File: src/rtl/gemm_issue_if.sv
// gemm_issue_if: decode-side request, accelerator command/completion and status bundle.
// Latency: none, wires only.
// Backpressure: cmd_valid/cmd_ready; gemm_stall holds the core pipeline.
interface gemm_issue_if #(
  parameter int CNT_W = 16
);
  logic             is_gemm;
  logic             flush;
  logic [2:0]       func3;
  logic [31:0]      rs1_data;
  logic [31:0]      rs2_data;
  logic             cmd_valid;
  logic             cmd_ready;
  logic [2:0]       cmd_op;
  logic [31:0]      cmd_addr;
  logic [31:0]      cmd_arg;
  logic             gemm_done;
  logic             gemm_stall;
  logic             busy;
  logic [CNT_W-1:0] done_cnt;
  logic             timeout_err;

  // Core pipeline plus accelerator side: drives requests, ready and completion.
  modport master (
    output is_gemm, flush, func3, rs1_data, rs2_data, cmd_ready, gemm_done,
    input  cmd_valid, cmd_op, cmd_addr, cmd_arg, gemm_stall, busy, done_cnt, timeout_err
  );

  // Issue unit side.
  modport slave (
    input  is_gemm, flush, func3, rs1_data, rs2_data, cmd_ready, gemm_done,
    output cmd_valid, cmd_op, cmd_addr, cmd_arg, gemm_stall, busy, done_cnt, timeout_err
  );
endinterface

File: src/rtl/gemm_issue.sv
// gemm_issue: captures one GEMM instruction, issues it to the accelerator, stalls the core until completion.
// Latency: capture edge to DONE is 3 cycles minimum (ISSUE, WAIT, DONE); optional WAIT watchdog under GEMM_TIMEOUT_EN.
// Backpressure: cmd_* held stable while cmd_ready is low; gemm_stall holds the pipeline through ISSUE and WAIT.
module gemm_issue #(
  parameter int TIMEOUT_CYCLES = 1024,
  parameter int CNT_W          = 16
) (
  input  logic        clk,
  input  logic        rst,
  gemm_issue_if.slave bus
);

  typedef enum logic [1:0] {
    S_IDLE  = 2'd0,
    S_ISSUE = 2'd1,
    S_WAIT  = 2'd2,
    S_DONE  = 2'd3
  } state_t;

  state_t           state_q, state_d;
  logic             cmd_valid_q, cmd_valid_d;
  logic [2:0]       cmd_op_q, cmd_op_d;
  logic [31:0]      cmd_addr_q, cmd_addr_d;
  logic [31:0]      cmd_arg_q, cmd_arg_d;
  logic [CNT_W-1:0] done_cnt_q, done_cnt_d;

`ifdef GEMM_TIMEOUT_EN
  localparam int WD_W = (TIMEOUT_CYCLES > 1) ? $clog2(TIMEOUT_CYCLES) : 1;
  localparam logic [WD_W-1:0] WD_LAST = WD_W'(TIMEOUT_CYCLES - 1);

  logic [WD_W-1:0] wdog_q;
  logic            tmo_hit;
  logic            timeout_err_q;
`else
  // Watchdog depth only matters when the watchdog is built in.
  logic unused_tmo_cfg;
  assign unused_tmo_cfg = (TIMEOUT_CYCLES != 0);
`endif

  // Next-state and datapath updates; a captured command is committed, so flush only matters in IDLE.
  always_comb begin
    state_d     = state_q;
    cmd_valid_d = cmd_valid_q;
    cmd_op_d    = cmd_op_q;
    cmd_addr_d  = cmd_addr_q;
    cmd_arg_d   = cmd_arg_q;
    done_cnt_d  = done_cnt_q;
`ifdef GEMM_TIMEOUT_EN
    tmo_hit     = 1'b0;
`endif
    case (state_q)
      S_IDLE: begin
        if (bus.is_gemm && !bus.flush) begin
          state_d     = S_ISSUE;
          cmd_valid_d = 1'b1;
          cmd_op_d    = bus.func3;
          cmd_addr_d  = bus.rs1_data;
          cmd_arg_d   = bus.rs2_data;
        end
      end
      S_ISSUE: begin
        if (cmd_valid_q && bus.cmd_ready) begin
          state_d     = S_WAIT;
          cmd_valid_d = 1'b0;
        end
      end
      S_WAIT: begin
        if (bus.gemm_done) begin
          state_d = S_DONE;
        end
`ifdef GEMM_TIMEOUT_EN
        // A completion arriving on the last allowed cycle takes priority over the watchdog.
        else if (wdog_q == WD_LAST) begin
          state_d = S_DONE;
          tmo_hit = 1'b1;
        end
`endif
      end
      S_DONE: begin
        state_d    = S_IDLE;
        done_cnt_d = done_cnt_q + CNT_W'(1);
      end
      default: state_d = S_IDLE;
    endcase
  end

  // State and command registers; reset abandons any in-flight command without counting it.
  always_ff @(posedge clk or negedge rst) begin
    if (!rst) begin
      state_q     <= S_IDLE;
      cmd_valid_q <= 1'b0;
      cmd_op_q    <= 3'd0;
      cmd_addr_q  <= 32'd0;
      cmd_arg_q   <= 32'd0;
      done_cnt_q  <= '0;
    end else begin
      state_q     <= state_d;
      cmd_valid_q <= cmd_valid_d;
      cmd_op_q    <= cmd_op_d;
      cmd_addr_q  <= cmd_addr_d;
      cmd_arg_q   <= cmd_arg_d;
      done_cnt_q  <= done_cnt_d;
    end
  end

`ifdef GEMM_TIMEOUT_EN
  // Watchdog counts elapsed WAIT cycles; held at zero outside WAIT so every entry starts fresh.
  always_ff @(posedge clk or negedge rst) begin
    if (!rst) begin
      wdog_q <= '0;
    end else if (state_q == S_WAIT) begin
      wdog_q <= wdog_q + WD_W'(1);
    end else begin
      wdog_q <= '0;
    end
  end

  // Sticky error flag, cleared only by reset.
  always_ff @(posedge clk or negedge rst) begin
    if (!rst) begin
      timeout_err_q <= 1'b0;
    end else if (tmo_hit) begin
      timeout_err_q <= 1'b1;
    end
  end

  assign bus.timeout_err = timeout_err_q;
`else
  assign bus.timeout_err = 1'b0;
`endif

  assign bus.cmd_valid  = cmd_valid_q;
  assign bus.cmd_op     = cmd_op_q;
  assign bus.cmd_addr   = cmd_addr_q;
  assign bus.cmd_arg    = cmd_arg_q;
  assign bus.done_cnt   = done_cnt_q;
  assign bus.busy       = (state_q != S_IDLE);
  // Combinational so the core stalls in the same cycle the instruction is presented.
  assign bus.gemm_stall = ((state_q == S_IDLE) && bus.is_gemm && !bus.flush)
                        || (state_q == S_ISSUE) || (state_q == S_WAIT);

endmodule
File: src/flat_wrapper.sv
// flat-port wrapper written by rule: the top's interface ports become plain ports
module gemm_issue_flat 
#(
  parameter int TIMEOUT_CYCLES = 1024,
  parameter int CNT_W          = 16
)
  (clk, rst, bus_is_gemm, bus_flush, bus_func3, bus_rs1_data, bus_rs2_data, bus_cmd_ready, bus_gemm_done, bus_cmd_valid, bus_cmd_op, bus_cmd_addr, bus_cmd_arg, bus_gemm_stall, bus_busy, bus_done_cnt, bus_timeout_err);
  gemm_issue_if #(.CNT_W(CNT_W)) bus_i ();
  input  logic clk;
  input  logic rst;
  input wire logic [$bits(bus_i.is_gemm)-1:0] bus_is_gemm;
  input wire logic [$bits(bus_i.flush)-1:0] bus_flush;
  input wire logic [$bits(bus_i.func3)-1:0] bus_func3;
  input wire logic [$bits(bus_i.rs1_data)-1:0] bus_rs1_data;
  input wire logic [$bits(bus_i.rs2_data)-1:0] bus_rs2_data;
  input wire logic [$bits(bus_i.cmd_ready)-1:0] bus_cmd_ready;
  input wire logic [$bits(bus_i.gemm_done)-1:0] bus_gemm_done;
  output wire logic [$bits(bus_i.cmd_valid)-1:0] bus_cmd_valid;
  output wire logic [$bits(bus_i.cmd_op)-1:0] bus_cmd_op;
  output wire logic [$bits(bus_i.cmd_addr)-1:0] bus_cmd_addr;
  output wire logic [$bits(bus_i.cmd_arg)-1:0] bus_cmd_arg;
  output wire logic [$bits(bus_i.gemm_stall)-1:0] bus_gemm_stall;
  output wire logic [$bits(bus_i.busy)-1:0] bus_busy;
  output wire logic [$bits(bus_i.done_cnt)-1:0] bus_done_cnt;
  output wire logic [$bits(bus_i.timeout_err)-1:0] bus_timeout_err;
  assign bus_i.is_gemm = bus_is_gemm;
  assign bus_i.flush = bus_flush;
  assign bus_i.func3 = bus_func3;
  assign bus_i.rs1_data = bus_rs1_data;
  assign bus_i.rs2_data = bus_rs2_data;
  assign bus_i.cmd_ready = bus_cmd_ready;
  assign bus_i.gemm_done = bus_gemm_done;
  assign bus_cmd_valid = bus_i.cmd_valid;
  assign bus_cmd_op = bus_i.cmd_op;
  assign bus_cmd_addr = bus_i.cmd_addr;
  assign bus_cmd_arg = bus_i.cmd_arg;
  assign bus_gemm_stall = bus_i.gemm_stall;
  assign bus_busy = bus_i.busy;
  assign bus_done_cnt = bus_i.done_cnt;
  assign bus_timeout_err = bus_i.timeout_err;
  gemm_issue #(.TIMEOUT_CYCLES(TIMEOUT_CYCLES), .CNT_W(CNT_W)) u_core (.clk(clk), .rst(rst), .bus(bus_i));
endmodule
File: config.mk
export PLATFORM = sky130hd
export DESIGN_NAME = gemm_issue_flat
export DESIGN_NICKNAME = d
export VERILOG_FILES = /design/src/rtl/gemm_issue_if.sv /design/src/rtl/gemm_issue.sv /design/src/flat_wrapper.sv
export SDC_FILE = /design/constraint.sdc
export NUM_CORES = 1
export LEC_CHECK = 0
export CAP_MARGIN = 40
export CORE_MARGIN = 5
export CORE_UTILIZATION = 40
export CTS_CLUSTER_DIAMETER = 50
export DETAILED_ROUTE_END_ITERATION = 16
export PLACE_DENSITY_LB_ADDON = 0.12
export SLEW_MARGIN = 20
export SYNTH_ARGS = -nofsm -noshare
export SYNTH_HDL_FRONTEND = slang
export SYNTH_SLANG_ARGS = --single-unit
File: constraint.sdc
create_clock -name clk -period 1.9 [get_ports clk]
set_input_delay 0.19 -clock clk [delete_from_list [all_inputs] [get_ports clk]]
set_output_delay 0.19 -clock clk [all_outputs]
set_load 0.03 [all_outputs]
* Word-level counts from Yosys, hierarchy flattened
Index checks and enable logic that the tools add are counted.
Storage, ports and cells: logic and storage cells 33, bits of input ports 73, register bits 86
Cells by class: reduce and logical (&&, ||, !) cells 13, mux-type cells 7, add/subtract/negate cells 1, equality and inequality tests 6
Operators with widths (number):
- adder 16 x 1 -> 16 bit (second input constant) | 1
- one-hot mux 2 bit (4 select lines) | 1
- two-way mux 2 bit | 3
- AND reduction 3 bit | 2
- equality test 2 bit (second input constant) | 2
- logical AND 1 bit | 4
- inequality test 2 x 1 -> 1 bit (second input constant) | 2
- nonzero test 2 bit | 2
- equality test 2 x 1 -> 1 bit (second input constant) | 1
- zero test 2 bit | 1
- logical OR 1 bit | 2
- two-way mux 1 bit | 2
- inequality test 2 bit (second input constant) | 1
- one-hot mux 1 bit (2 select lines) | 1
- AND reduction 2 bit | 1
- zero test 1 bit | 1

* Logic depth before layout (Yosys ltp)
depth after elaboration 5, depth in mapped cells 8, mapped depth without buffers 6

* Worst setup path before layout
No wires, ideal clock.
kind register to output, start register u_core.state_q[0], end output bus_gemm_stall, cell stages (with the launch flop) 9, arrival time 1.665 ns, setup slack 0.045 ns, cell sequence dfrtp_1 inv_1 ha_1 inv_1 or2_1 buf_6 buf_6 buf_6 nand2_1
Between the ends: cells in the longest elaborated chain, start to end 5, elaborated cells between the ends (all ways) 7
Ends and longest elaborated chain:
- start, declared | line gemm_issue.sv:20 | state_t state_q, state_d;
- start signal, assigned | line gemm_issue.sv:97 | state_q <= state_d;
- zero test 2 bit | line gemm_issue.sv:139 | assign bus.gemm_stall = ((state_q == S_IDLE) && bus.is_gemm && !bus.flush)
- logical AND 1 bit (2 in a row) | line gemm_issue.sv:139
- logical OR 1 bit | line gemm_issue.sv:140 | || (state_q == S_ISSUE) || (state_q == S_WAIT);
- logical OR 1 bit * | line gemm_issue.sv:140
- end, declared | line flat_wrapper.sv:22 | output wire logic [$bits(bus_i.gemm_stall)-1:0] bus_gemm_stall;
Mark *: on every way between the ends. The rest lies on a longest branch, timed or not.

* Final worst setup path
start register u_core.state_q[1], end output bus_gemm_stall
Same word-level chain as after synthesis.

==> reports/metrics.yaml <==
timing:
  clock_skew_ps: 9.44
  worst_slew_pin_slew_ps: 626
  setup-tns-final_ps: 0
  fmax_ghz: 0.547
  finalSetupViolCount: 0
  slew_headroom_pct: 58.3
  worst_slack_ps: 72.8
  slew_violations: 0
  hold_viol: 0
  period_needed_ps: 1830
  post-route-period-util_pct: 96.2
clocking:
  insertion_delay_ps: 340
  clock_path_buffers: 2
  htree_levels: 3
  clock_sinks: 86
  cts_tree: "done"
  cts_made_buffers: 9
  clockRootBuffer: "clkbuf_8"
  clk_pin_slew_ps: 80
grt:
  grt_pass1_wl_um: 13100
  grt_pass1_vias: 2616
  grt_overflow: 0
  use_met3_pct: 6.90
  antenna_found_initial: 0
  grtUsageTotal_pct: 16.1
  busiest_layer: "met2"
  grt_util_met1_pct: 20.6
  grtUsageMet2_pct: 25.3
  grt_max_degree: 48
detailed_routing:
  final_antenna_net_count: 0
  drt_pass1_iterations: 5
  num_vias: 2390
  drt-wirelength-per-cell_um: 16.5
  drt_iter0_markers: 29
  finalWirelength_um: 8390
  drc_errors: 0
  via_per_inst: 4.71
setup_path:
  critPathArrivalTime_ps: 1640
  path_class: "reg -> out"
  path_max_fanout: 14
  start_kind: "flop"
  crit_required_ps: 1710
  worstPathCellList: "inv_2, ha_2, inv_1, or2_4, buf_12, nand2_2, buf_6"
  cp-end-kind: "output port"
  slowest_stage: "dfrtp_1"
  cp_slowest_stage_delay_ps: 400
run_status:
  status: "finished clean"
layout:
  drive_gt1_share_pct: 25.6
  fin_util_pct: 65.7
  nets: 477
  fin_cells: 507
  syn_to_final_growth_pct: 58.0
  n_antenna_cell: 0
floorplanning:
  ios: 160
  die_x_um: 103
  die_y_um: 103
  die_area_um2: 10600
  start_util_pct: 41.6
  num_rows: 33
  coreArea_um2: 8300
yosys:
  yosysSeqAreaShare_pct: 62.4
  synth.distinct_cells: 26
  synth_fp_nets: 303
  syn_area_per_cell_um2: 15.4
  syn-cell-area_um2: 3450
  ys_seq_elements: 86
  synthCells: 224
  yosys_warnings: 0
power:
  p_total_mw: 9.37
  power_leakage_nw: 2.41
  power.density_nw_per_um2: 1720
  peakVddDrop_mv: 1.06
placed_design:
  portBuffers: 158
  post-dp-hpwl_um: 6220
  gp_congestion: 0.736
  place_ws_ps: 212
  dpl.cell_count: 483
min_path:
  hold_class: "in -> async"
flow_run:
  cap_violations: 0
cell type report:
cell class                      instances  area (µm²)
Fill cell                             650        2850
Sequential cell                        86        2150
Timing Repair Buffer                  172        1750
Multi-Input combinational cell        125        1220
Clock buffer                           11         131
Tap cell                              105         131
Clock inverter                          4        48.8
Inverter                                4        15.0
flip-flops by register name (all words and copies together), names as in the netlist:
register and cells:
u_core.bus.cmd_addr 32, u_core.bus.done_cnt 16, u_core.bus.cmd_arg 32, u_core.bus.cmd_op 3
u_core.bus.cmd_valid 1, u_core.state_q 2
cell families (layout without fill, tap and decap cells):
kind of cell    Yosys count  after routing  share of synthesized area, %
flops                    86             86                          62.4
mux                      69             69                          23.5
simple gates             30             30                          4.86
xor+xnor                 15             15                          3.81
buf+inv                  13            191                          2.36
fa+ha+maj                 6              6                          2.18
compound gates            4              4                         0.834
other cells               1              1                         0.109
where the power goes:
group          internal (mW)  switching [mW]
Sequential              2.65           0.477
Combinational           2.44            2.58
Clock                  0.601           0.622
Total                   5.69            3.68
critical path, delay by kind of cell, from the launching register on:
kind | cells | cell delay (ps)
flops | 1 | 400
buf+inv | 4 | 410
fa+ha+maj | 1 | 180
simple gates | 2 | 300
final timing paths:
kind                                          from                       to  slack, ps  cells after the start
setup / recovery                 u_core.state_q[1]           bus_gemm_stall         70                      7
hold reg to reg            u_core.bus.done_cnt[15]  u_core.bus.done_cnt[15]        480                      1
min in group clk                   bus_rs1_data[0]   u_core.bus.cmd_addr[0]        450                      2
hold / removal                                 rst   u_core.bus.cmd_arg[23]        390                      2
setup reg to reg                 u_core.state_q[0]   u_core.bus.done_cnt[7]         90                      7
max in group asynchronous                      rst  u_core.bus.cmd_addr[14]        880                      3
cell usage in the layout (no fill, tap or decap), types with 2 or more instances in the layout:
| cell | instances |
|---|---|
| clkdlybuf4s50_1 | 155 |
| dfrtp_1 | 86 |
| mux2_2 | 60 |
| xnor2_1 | 10 |
| buf_4 | 10 |
| mux2_4 | 9 |
| clkbuf_8 | 9 |
| nand2_1 | 7 |
| nand4_1 | 5 |
| xor2_1 | 5 |
| ha_1 | 5 |
| nor2_1 | 3 |
| nand3_1 | 3 |
| and3_1 | 3 |
| buf_12 | 3 |
| inv_2 | 2 |
| inv_1 | 2 |
| and4_1 | 2 |
| and2_1 | 2 |
| clkbuf_1 | 2 |
| clkinv_2 | 2 |
through the flow:
| stage | hold slack [ps] | area (µm²) |
|---|---|---|
| finish | 391 | 5450 |
| global route | 433 | 5450 |
| CTS | 424 | 5420 |
| detailed placement | 255 | 5170 |
| global placement | 245 | 5170 |
| floorplan | -106 | 3450 |
routing by layer:
metal / wire length, µm / share of wire [%] / vias to the layer above
met2: 3900 / 46 / 104
met3: 887 / 11 / 8
met1: 3520 / 42 / 1164
met5: 0 / 0 / -
li1: - / - / 1114
met4: 81 / 0.97 / 0
timing repair:
action,in CTS,in global routing
hold endpoints to repair,45,0
resized for setup,4,2
setup buffers,3,4
setup endpoints to repair,2,1
hold buffers,1,0
pin swaps,1,0
cloned,1,0
synthesized netlist by cell type:
library cell | count | area [µm²]
xnor2_1 | 10 | 87.6
nand3_1 | 3 | 15.0
o32a_1 | 1 | 10.0
and4_1 | 2 | 17.5
inv_1 | 4 | 15.0
nand2_1 | 8 | 30.0
xor2_1 | 5 | 43.8
mux2_2 | 60 | 676
buf_2 | 5 | 25.0
dfrtp_1 | 86 | 2150
nor3_1 | 1 | 5.00
nor2b_1 | 1 | 6.26
and3_1 | 3 | 18.8
nand4_1 | 5 | 31.3
buf_6 | 3 | 33.8
buf_4 | 1 | 7.51
ha_1 | 6 | 75.1
o21ai_0 | 1 | 5.00
and2_1 | 2 | 12.5
or2_1 | 1 | 6.26
nand2b_4 | 1 | 13.8
mux2_4 | 9 | 135
nor2_1 | 3 | 11.3
a21oi_1 | 1 | 5.00
a22o_1 | 1 | 8.76
conb_1 | 1 | 3.75
Note: power is estimated with default switching activity, not from simulation.
